[config.mk]
export PLATFORM = sky130hd
export DESIGN_NAME = decode_stage
export DESIGN_NICKNAME = d
export VERILOG_FILES = /design/src/rtl/decode_stage.sv
export SDC_FILE = /design/constraint.sdc
export NUM_CORES = 1
export LEC_CHECK = 0
export BUFFER_PORTS_ARGS = -buffer_cell sky130_fd_sc_hd__buf_4
export CAP_MARGIN = 40
export CORE_ASPECT_RATIO = 1.5
export CORE_MARGIN = 2
export CORE_UTILIZATION = 49
export DETAILED_ROUTE_END_ITERATION = 8
export PLACE_DENSITY = 0.8
export SETUP_SLACK_MARGIN = 0.05
export SYNTH_ARGS = -nofsm -noshare
export SYNTH_HDL_FRONTEND = slang
export SYNTH_SLANG_ARGS = --single-unit
[constraint.sdc]
create_clock -name clk -period 3.9 [get_ports clk]
set_clock_uncertainty 0.15 [all_clocks]
set_input_delay 0.39 -clock clk [delete_from_list [all_inputs] [get_ports clk]]
set_output_delay 0.39 -clock clk [all_outputs]
set_load 0.05 [all_outputs]
[src/rtl/decode_stage.sv]
// ID stage: decodes one RV32I-subset instruction per cycle into an ID/EX register,
// with valid/ready handshake, flush and load-use bubbles. Optional macro: DECODE_ILLEGAL_TRAP_EN.
module decode_stage #(
    parameter int XLEN       = 32,
    parameter int REG_ADDR_W = 5,
    parameter int ALUOP_W    = 4
) (
    input  logic                  clk,
    input  logic                  rst,
    input  logic                  in_valid,
    output logic                  in_ready,
    input  logic [31:0]           inst_i,
    input  logic [XLEN-1:0]       pc_i,
    input  logic                  flush,
    input  logic                  out_ready,
    output logic                  out_valid,
    output logic [XLEN-1:0]       out_pc,
    output logic [REG_ADDR_W-1:0] rs1,
    output logic [REG_ADDR_W-1:0] rs2,
    output logic [REG_ADDR_W-1:0] rd,
    output logic [XLEN-1:0]       imm,
    output logic [ALUOP_W-1:0]    alu_op,
    output logic                  use_imm,
    output logic [1:0]            mem_ctrl,
    output logic                  reg_we,
    output logic                  is_branch,
    output logic                  illegal
);
    localparam logic [6:0] OPC_OPIMM  = 7'b0010011;
    localparam logic [6:0] OPC_LOAD   = 7'b0000011;
    localparam logic [6:0] OPC_STORE  = 7'b0100011;
    localparam logic [6:0] OPC_OP     = 7'b0110011;
    localparam logic [6:0] OPC_BRANCH = 7'b1100011;
    localparam logic [6:0] OPC_LUI    = 7'b0110111;

    localparam logic [ALUOP_W-1:0] ALU_NOP   = ALUOP_W'(4'd0);
    localparam logic [ALUOP_W-1:0] ALU_ADD   = ALUOP_W'(4'd1);
    localparam logic [ALUOP_W-1:0] ALU_SUB   = ALUOP_W'(4'd2);
    localparam logic [ALUOP_W-1:0] ALU_OR    = ALUOP_W'(4'd3);
    localparam logic [ALUOP_W-1:0] ALU_AND   = ALUOP_W'(4'd4);
    localparam logic [ALUOP_W-1:0] ALU_XOR   = ALUOP_W'(4'd5);
    localparam logic [ALUOP_W-1:0] ALU_BEQ   = ALUOP_W'(4'd6);
    localparam logic [ALUOP_W-1:0] ALU_BNE   = ALUOP_W'(4'd7);
    localparam logic [ALUOP_W-1:0] ALU_PASSB = ALUOP_W'(4'd8);

    localparam logic [1:0] MEM_NOP   = 2'd0;
    localparam logic [1:0] MEM_READ  = 2'd1;
    localparam logic [1:0] MEM_WRITE = 2'd2;

    logic [6:0]            opcode_s;
    logic [2:0]            funct3_s;
    logic [6:0]            funct7_s;
    logic [REG_ADDR_W-1:0] rs1_s, rs2_s, rd_s;
    logic [XLEN-1:0]       imm_s;
    logic [ALUOP_W-1:0]    alu_s, dec_alu_s;
    logic [1:0]            mem_s, dec_mem_s;
    logic                  use_imm_s, reg_we_s, branch_s, legal_s;
    logic                  dec_use_imm_s, dec_reg_we_s, dec_branch_s;
    logic                  uses_rs1_s, uses_rs2_s, hz_s, accept_s, trap_s, ill_s;

    assign opcode_s = inst_i[6:0];
    assign funct3_s = inst_i[14:12];
    assign funct7_s = inst_i[31:25];
    assign rs1_s    = REG_ADDR_W'(inst_i[19:15]);
    assign rs2_s    = REG_ADDR_W'(inst_i[24:20]);
    assign rd_s     = REG_ADDR_W'(inst_i[11:7]);

    // Opcode/funct decode into a raw control word and sign-extended immediate
    always_comb begin
        imm_s     = {XLEN{1'b0}};
        alu_s     = ALU_NOP;
        use_imm_s = 1'b0;
        mem_s     = MEM_NOP;
        reg_we_s  = 1'b0;
        branch_s  = 1'b0;
        legal_s   = 1'b0;
        case (opcode_s)
            OPC_OPIMM: begin
                imm_s     = XLEN'($signed(inst_i[31:20]));
                use_imm_s = 1'b1;
                reg_we_s  = 1'b1;
                legal_s   = 1'b1;
                case (funct3_s)
                    3'b000:  alu_s = ALU_ADD;
                    3'b110:  alu_s = ALU_OR;
                    3'b111:  alu_s = ALU_AND;
                    3'b100:  alu_s = ALU_XOR;
                    default: legal_s = 1'b0;
                endcase
            end
            OPC_LOAD: begin
                imm_s     = XLEN'($signed(inst_i[31:20]));
                alu_s     = ALU_ADD;
                use_imm_s = 1'b1;
                mem_s     = MEM_READ;
                reg_we_s  = 1'b1;
                legal_s   = (funct3_s == 3'b010);
            end
            OPC_STORE: begin
                imm_s     = XLEN'($signed({inst_i[31:25], inst_i[11:7]}));
                alu_s     = ALU_ADD;
                use_imm_s = 1'b1;
                mem_s     = MEM_WRITE;
                legal_s   = (funct3_s == 3'b010);
            end
            OPC_OP: begin
                reg_we_s = 1'b1;
                legal_s  = 1'b1;
                case ({funct7_s, funct3_s})
                    {7'b0000000, 3'b000}: alu_s = ALU_ADD;
                    {7'b0100000, 3'b000}: alu_s = ALU_SUB;
                    {7'b0000000, 3'b110}: alu_s = ALU_OR;
                    {7'b0000000, 3'b111}: alu_s = ALU_AND;
                    {7'b0000000, 3'b100}: alu_s = ALU_XOR;
                    default:              legal_s = 1'b0;
                endcase
            end
            OPC_BRANCH: begin
                imm_s    = XLEN'($signed({inst_i[31], inst_i[7], inst_i[30:25], inst_i[11:8], 1'b0}));
                branch_s = 1'b1;
                legal_s  = 1'b1;
                case (funct3_s)
                    3'b000:  alu_s = ALU_BEQ;
                    3'b001:  alu_s = ALU_BNE;
                    default: legal_s = 1'b0;
                endcase
            end
            OPC_LUI: begin
                imm_s     = XLEN'($signed({inst_i[31:12], 12'b0}));
                alu_s     = ALU_PASSB;
                use_imm_s = 1'b1;
                reg_we_s  = 1'b1;
                legal_s   = 1'b1;
            end
            default: legal_s = 1'b0;
        endcase
    end

    // Unsupported encodings collapse to a NOP control word; writes to x0 are suppressed
    assign dec_alu_s     = legal_s ? alu_s : ALU_NOP;
    assign dec_mem_s     = legal_s ? mem_s : MEM_NOP;
    assign dec_use_imm_s = legal_s & use_imm_s;
    assign dec_branch_s  = legal_s & branch_s;
    assign dec_reg_we_s  = legal_s & reg_we_s & (inst_i[11:7] != 5'd0);

    assign uses_rs1_s = (opcode_s != OPC_LUI);
    assign uses_rs2_s = (opcode_s == OPC_OP) | (opcode_s == OPC_STORE) | (opcode_s == OPC_BRANCH);

    assign hz_s = out_valid & (mem_ctrl == MEM_READ) & (rd != {REG_ADDR_W{1'b0}}) & in_valid &
                  ((uses_rs1_s & (rs1_s == rd)) | (uses_rs2_s & (rs2_s == rd)));

    assign in_ready = (~out_valid | out_ready) & ~hz_s & ~flush & ~trap_s;
    assign accept_s = in_valid & in_ready;

`ifdef DECODE_ILLEGAL_TRAP_EN
    logic trap_r;

    // Sticky halt after the first accepted illegal entry; only reset clears it
    always_ff @(posedge clk or posedge rst) begin
        if (rst) begin
            trap_r <= 1'b0;
        end else if (accept_s & ~legal_s) begin
            trap_r <= 1'b1;
        end else begin
            trap_r <= trap_r;
        end
    end

    assign trap_s = trap_r;
    assign ill_s  = ~legal_s;
`else
    assign trap_s = 1'b0;
    assign ill_s  = 1'b0;
`endif

    // ID/EX register: flush kills, accept loads, consume without refill leaves a bubble
    always_ff @(posedge clk or posedge rst) begin
        if (rst) begin
            out_valid <= 1'b0;
            out_pc    <= {XLEN{1'b0}};
            rs1       <= {REG_ADDR_W{1'b0}};
            rs2       <= {REG_ADDR_W{1'b0}};
            rd        <= {REG_ADDR_W{1'b0}};
            imm       <= {XLEN{1'b0}};
            alu_op    <= ALU_NOP;
            use_imm   <= 1'b0;
            mem_ctrl  <= MEM_NOP;
            reg_we    <= 1'b0;
            is_branch <= 1'b0;
            illegal   <= 1'b0;
        end else if (flush) begin
            out_valid <= 1'b0;
        end else if (accept_s) begin
            out_valid <= 1'b1;
            out_pc    <= pc_i;
            rs1       <= rs1_s;
            rs2       <= rs2_s;
            rd        <= rd_s;
            imm       <= imm_s;
            alu_op    <= dec_alu_s;
            use_imm   <= dec_use_imm_s;
            mem_ctrl  <= dec_mem_s;
            reg_we    <= dec_reg_we_s;
            is_branch <= dec_branch_s;
            illegal   <= ill_s;
        end else if (out_ready) begin
            out_valid <= 1'b0;
        end else begin
            out_valid <= out_valid;
        end
    end
endmodule

[Yosys cells after proc, flatten, opt, wreduce, memory -nomap -nowiden]
Cells that the tools add are included.
Operators by class
  equal/unequal tests: 19
  multiplexer cells: 18
  bitwise gates (word level): 20
  reductions and logical operators: 13
Operator list (number)
  32-bit one-hot mux with 4 select lines: 1
  10-bit by 3-bit equality test with 1-bit output, second input constant: 3
  7-bit by 6-bit equality test with 1-bit output, second input constant: 3
  4-bit one-hot mux with 5 select lines: 1
  3-bit one-hot mux with 5 select lines: 1
  1-bit AND: 13
  3-bit one-hot mux with 4 select lines: 1
  4-bit OR reduction: 3
  10-bit by 9-bit equality test with 1-bit output, second input constant: 1
  5-bit equality test: 2
  10-bit logical NOT: 1
  5-bit nonzero test: 2
  3-bit equality test, second input constant: 3
  1-bit two-way mux: 9
  7-bit by 2-bit equality test with 1-bit output, second input constant: 1
  7-bit by 5-bit equality test with 1-bit output, second input constant: 1
  7-bit equality test, second input constant: 1
  7-bit by 6-bit inequality test with 1-bit output, second input constant: 1
  3-bit one-hot mux with 2 select lines: 1
  2-bit OR reduction: 3
  1-bit one-hot mux with 5 select lines: 1
  5-bit OR reduction: 1
  4-bit two-way mux: 1
  1-bit OR: 4
  9 further kinds: 11
Storage, ports and cells
  register bits: 89
  output and inout bits: 91

[Longest topological paths before layout]
  word-level depth: 12
  depth in mapped cells: 9

[Worst setup path before layout]
OpenSTA, ideal clock, no wires.
  path type: flip-flop to flip-flop
  start point: reg rd[0]
  end point: reg rs2[4]
  data arrival time: 2.384 ns
  required time: 3.622 ns
  path slack: 1.238 ns
  stages on the path, launching flop included: 8
  buffers on the path: 2
  period minus slack after synthesis: 2.662 ns
  cell sequence: dfrtp_1 -> or4_1 -> o21ai_2 -> o41ai_1 -> or3b_1 -> buf_4 -> buf_6 -> mux2_1
Between the ends
  longest elaborated chain between the ends: 9
Ends and longest elaborated chain
  from (decl): line 20  | output logic [REG_ADDR_W-1:0] rd,
  from (signal assigned): line 183  | rd <= {REG_ADDR_W{1'b0}};
  from (signal assigned): line 198  | rd <= rd_s;
  5-bit equality test or 5-bit nonzero test (tied branches): line 150, 149
  1-bit AND, on equally long branches: line 150, 149
  1-bit OR or 1-bit AND (tied branches): line 150, 149
  1-bit AND (*): line 149  | assign hz_s = out_valid & (mem_ctrl == MEM_READ) & (rd != {REG_ADDR_W{1'b0}}) & in_valid &
  1-bit NOT (*): line 152  | assign in_ready = (~out_valid | out_ready) & ~hz_s & ~flush & ~trap_s;
  1-bit AND (*) (2 in series): line 152
  1-bit AND (*): line 153  | assign accept_s = in_valid & in_ready;
  2-bit AND reduction (no line) (*)
  to (signal assigned): line 182  | rs2 <= {REG_ADDR_W{1'b0}};
  to (signal assigned): line 197  | rs2 <= rs2_s;
  to (decl): line 19  | output logic [REG_ADDR_W-1:0] rs2,
Mark *: on every way between the ends. The rest lies on a longest branch, timed or not.
A chain may end at the register's enable or synchronous reset.

[Worst setup path in the final report]
  start point: in inst_i[6]
  end point: reg out_pc[30]
Between the ends
  longest elaborated chain between the ends: 11
Ends and longest elaborated chain
  from (decl): line 12  | input logic [31:0] inst_i,
  7-bit by 6-bit equality test with 1-bit output: line 147  | assign uses_rs2_s = (opcode_s == OPC_OP) | (opcode_s == OPC_STORE) | (opcode_s == OPC_BRANCH);
  1-bit OR (2 in series): line 147
  1-bit AND: line 150  | ((uses_rs1_s & (rs1_s == rd)) | (uses_rs2_s & (rs2_s == rd)));
  1-bit OR (*): line 150
  1-bit AND (*): line 149
  1-bit NOT (*): line 152
  1-bit AND (*) (2 in series): line 152
  1-bit AND (*): line 153
  2-bit AND reduction (no line) (*)
  to (signal assigned): line 180  | out_pc <= {XLEN{1'b0}};
  to (signal assigned): line 195  | out_pc <= pc_i;
  to (decl): line 17  | output logic [XLEN-1:0] out_pc,
Marks and branches as above.

==> flow_summary.yaml <==
global_routing:
  grt_max_degree: 51
  antenna_found_initial: 0
  grt_pass1_vias: 3299
  grt.overflow.total: 0
  grt_use_total_pct: 23.0
  grt_pass1_wl_mm: 16.2
yosys:
  synth_most_common_cell: "dfrtp_1"
  synth-edff-count: 0
  ys_ff_latch: 89
  synth_area_per_cell_um2: 12.0
  synth_area_leaders: "dfrtp_1 54%, mux2_2 15%, mux2i_1 7.5%, inv_1 3.0%, a21oi_1 2.6%"
  yosysWarnings: 0
  synth_flop_cell: "dfrtp_1"
  synth.distinct_cells: 45
  yosysTopAreaCellShare_pct: 53.5
  async_reset_ff_share_pct: 100
  syn_nets: 415
  synthTopCellsByCount: "89 x dfrtp_1, 54 x mux2_2, 33 x inv_1, 31 x mux2i_1, 22 x a21oi_1"
  synthCells: 346
  seq_area_frac_synth_pct: 53.5
  synth_area_leader_cell: "dfrtp_1"
  syn_area_mm2: 0.00416
power:
  peakVddDrop_v: 0.000329
  power.density_mw_per_mm2: 485
  leakage_uw: 0.00284
  total_power_uw: 2770
layout:
  n_antenna_cell: 0
  fin_area_mm2: 0.00572
  drive_gt1_share_pct: 46.7
  finalNetCount: 572
  syn_to_final_growth_pct: 37.5
  fillers: 644
floorplanning:
  fp-row-count: 41
  die-area_mm2: 0.00926
  initial_core_util_pct: 50.1
  fp.dieW_um: 79.3
  core-area_mm2: 0.00831
  ios: 160
  die-height_um: 117
timing:
  worst_slew_pin_slew_ps: 672
  period_minus_slack_ps: 2630
  fin_tns_setup_ps: 0
  slew_violations: 0
  max_freq_mhz: 380
  relSlewSlack_pct: 55.2
  post-route-period-util_pct: 67.5
  setup_viol: 0
  rsz0062_at_grt: "no"
  hold_viol_final: 0
detailed_routing:
  wire_per_inst_um: 17.2
  num_vias: 3252
  ant_nets: 0
  drtPass1Iterations: 4
  post-route-drc-count: 0
  wl_mm: 10.6
  first_iter_violations: 162
  viasPerCell: 5.29
placed_design:
  placed_cell_area_mm2: 0.00540
  place_congestion: 0.845
  place.detailed.hpwl_mm: 7.86
  io_buffers: 158
clock_network:
  clkTransAtPathRegs_ps: 60
  cts_root_buffer: "clkbuf_16"
  cts_buffer_depth: 2
  insertion_delay_ps: 330
  htree_levels: 3
  post-cts-setup-buffer-count: 0
  cts_buffers: 9
  cts_tree: "built"
  cts.sink_count: 89
setup_path:
  crit_arrival_ps: 2700
  critical_path_class: "input pin to flip-flop"
  startpoint_type: "input pin"
  critPathLaunch: "inst_i[6]"
  critPathMaxFanout: 39
  r2r-start: "rd[0]$_DFFE_PP0P_"
  endpoint_kind: "flip-flop"
  required_ps: 3970
run:
  maxCapViolations: 0
outcome:
  outcome: "finished clean"
worst_hold_path:
  min_from: "flush"
  holdCritPathClass: "input pin to flip-flop"
## final cells by class
class	instances	area, um2	area share [%]
sequential	89	2230	38.9
multi-input combinational	205	1670	29.2
timing repair buffer	165	1250	21.9
clock buffer	11	233	4.07
tap	107	134	2.34
inverter	33	125	2.19
clock inverter	5	80.1	1.40
## stage by stage
| step | instances | worst slack, ps | hold slack, ps | utilization (%) |
|---|---|---|---|---|
| after floorplan | 346 | 1050 | 347 | - |
| after global placement | 598 | 989 | 202 | 65.0 |
| after detailed placement | 598 | 939 | 209 | 65.0 |
| after CTS | 615 | 1260 | 83.6 | 68.9 |
| after global routing | 615 | 1150 | 106 | 68.9 |
| final | 615 | 1270 | 99.1 | 68.9 |
## repair_timing
action,CTS,global route
setup endpoints to repair,0,0
hold endpoints to repair,17,0
hold buffers,1,0
gates resized for setup,0,0
## where the power goes
| part | switching, uW | internal [uW] | leakage [uW] |
|---|---|---|---|
| Clock | 344 | 560 | 0.000146 |
| Combinational | 508 | 280 | 0.00156 |
| Sequential | 63.2 | 1020 | 0.00114 |
| Total | 915 | 1860 | 0.00284 |
## state kept, by name, indices dropped and copies added, names as in the netlist
register / cells
rd: 5
rs1: 5
imm: 32
is_branch: 1
mem_ctrl: 2
reg_we: 1
use_imm: 1
alu_op: 4
out_valid: 1
out_pc: 32
rs2: 5
## worst max-delay path: stages
cell and delay (ps):
buf_4 130, nand4bb_1 250, or3_1 430, a2111oi_2 430
or3b_4 220, buf_4 420, mux2_2 400
## logic make-up (layout without fill, tap and decap cells)
group	Yosys count	in the layout	synth area share (%)
muxes	88	88	22.9
and+or+nand+nor	57	57	7.57
xor gates and xnor gates	11	11	2.31
DFF	89	89	53.5
other	1	1	0.0901
AOI/OAI and AO/OA	48	48	7.24
buffers and inverters	52	214	6.40
## routing by layer
layer | vias to the layer above | track usage (%) | wire (um)
li1 | 1517 | - | -
met1 | 1600 | 26.7 | 3970
met2 | 117 | 41.3 | 5820
met3 | 18 | 4.68 | 582
met4 | 0 | 9.31 | 200
met5 | - | 0 | 0
## path summary, 6_finish.rpt
check                      slack (ps)                      to  cells past startpoint
min reg2reg                       340     use_imm$_DFFE_PP0P_                      1
min in group asynchronous         410   out_pc[5]$_DFFE_PP0P_                      3
max in group asynchronous        2260     imm[19]$_DFFE_PP0P_                      4
min                               100   out_valid$_DFFE_PP0P_                      2
max reg2reg                      1270     use_imm$_DFFE_PP0P_                      6
max                              1270  out_pc[30]$_DFFE_PP0P_                      7
## cell usage in the layout (no fill, tap or decap), types with 2 or more instances in the layout
cell        count
buf_4         163
dfrtp_1        89
mux2_2         54
inv_1          32
mux2i_1        31
a21oi_1        22
nand2_1        15
xnor2_1        11
nor2_1         10
clkbuf_16       9
o21ai_0         8
nor2b_1         5
nand3_1         4
a22o_1          4
nor3_1          3
mux2_1          3
and3b_1         2
nor4_1          2
nand4_1         2
o31ai_1         2
and3_1          2
nand2b_1        2
o31a_1          2
o22ai_1         2
clkinv_2        2
clkinvlp_4      2
bufinv_16       2
clkbuf_1        2
Note: power is estimated with default switching activity, not from simulation.
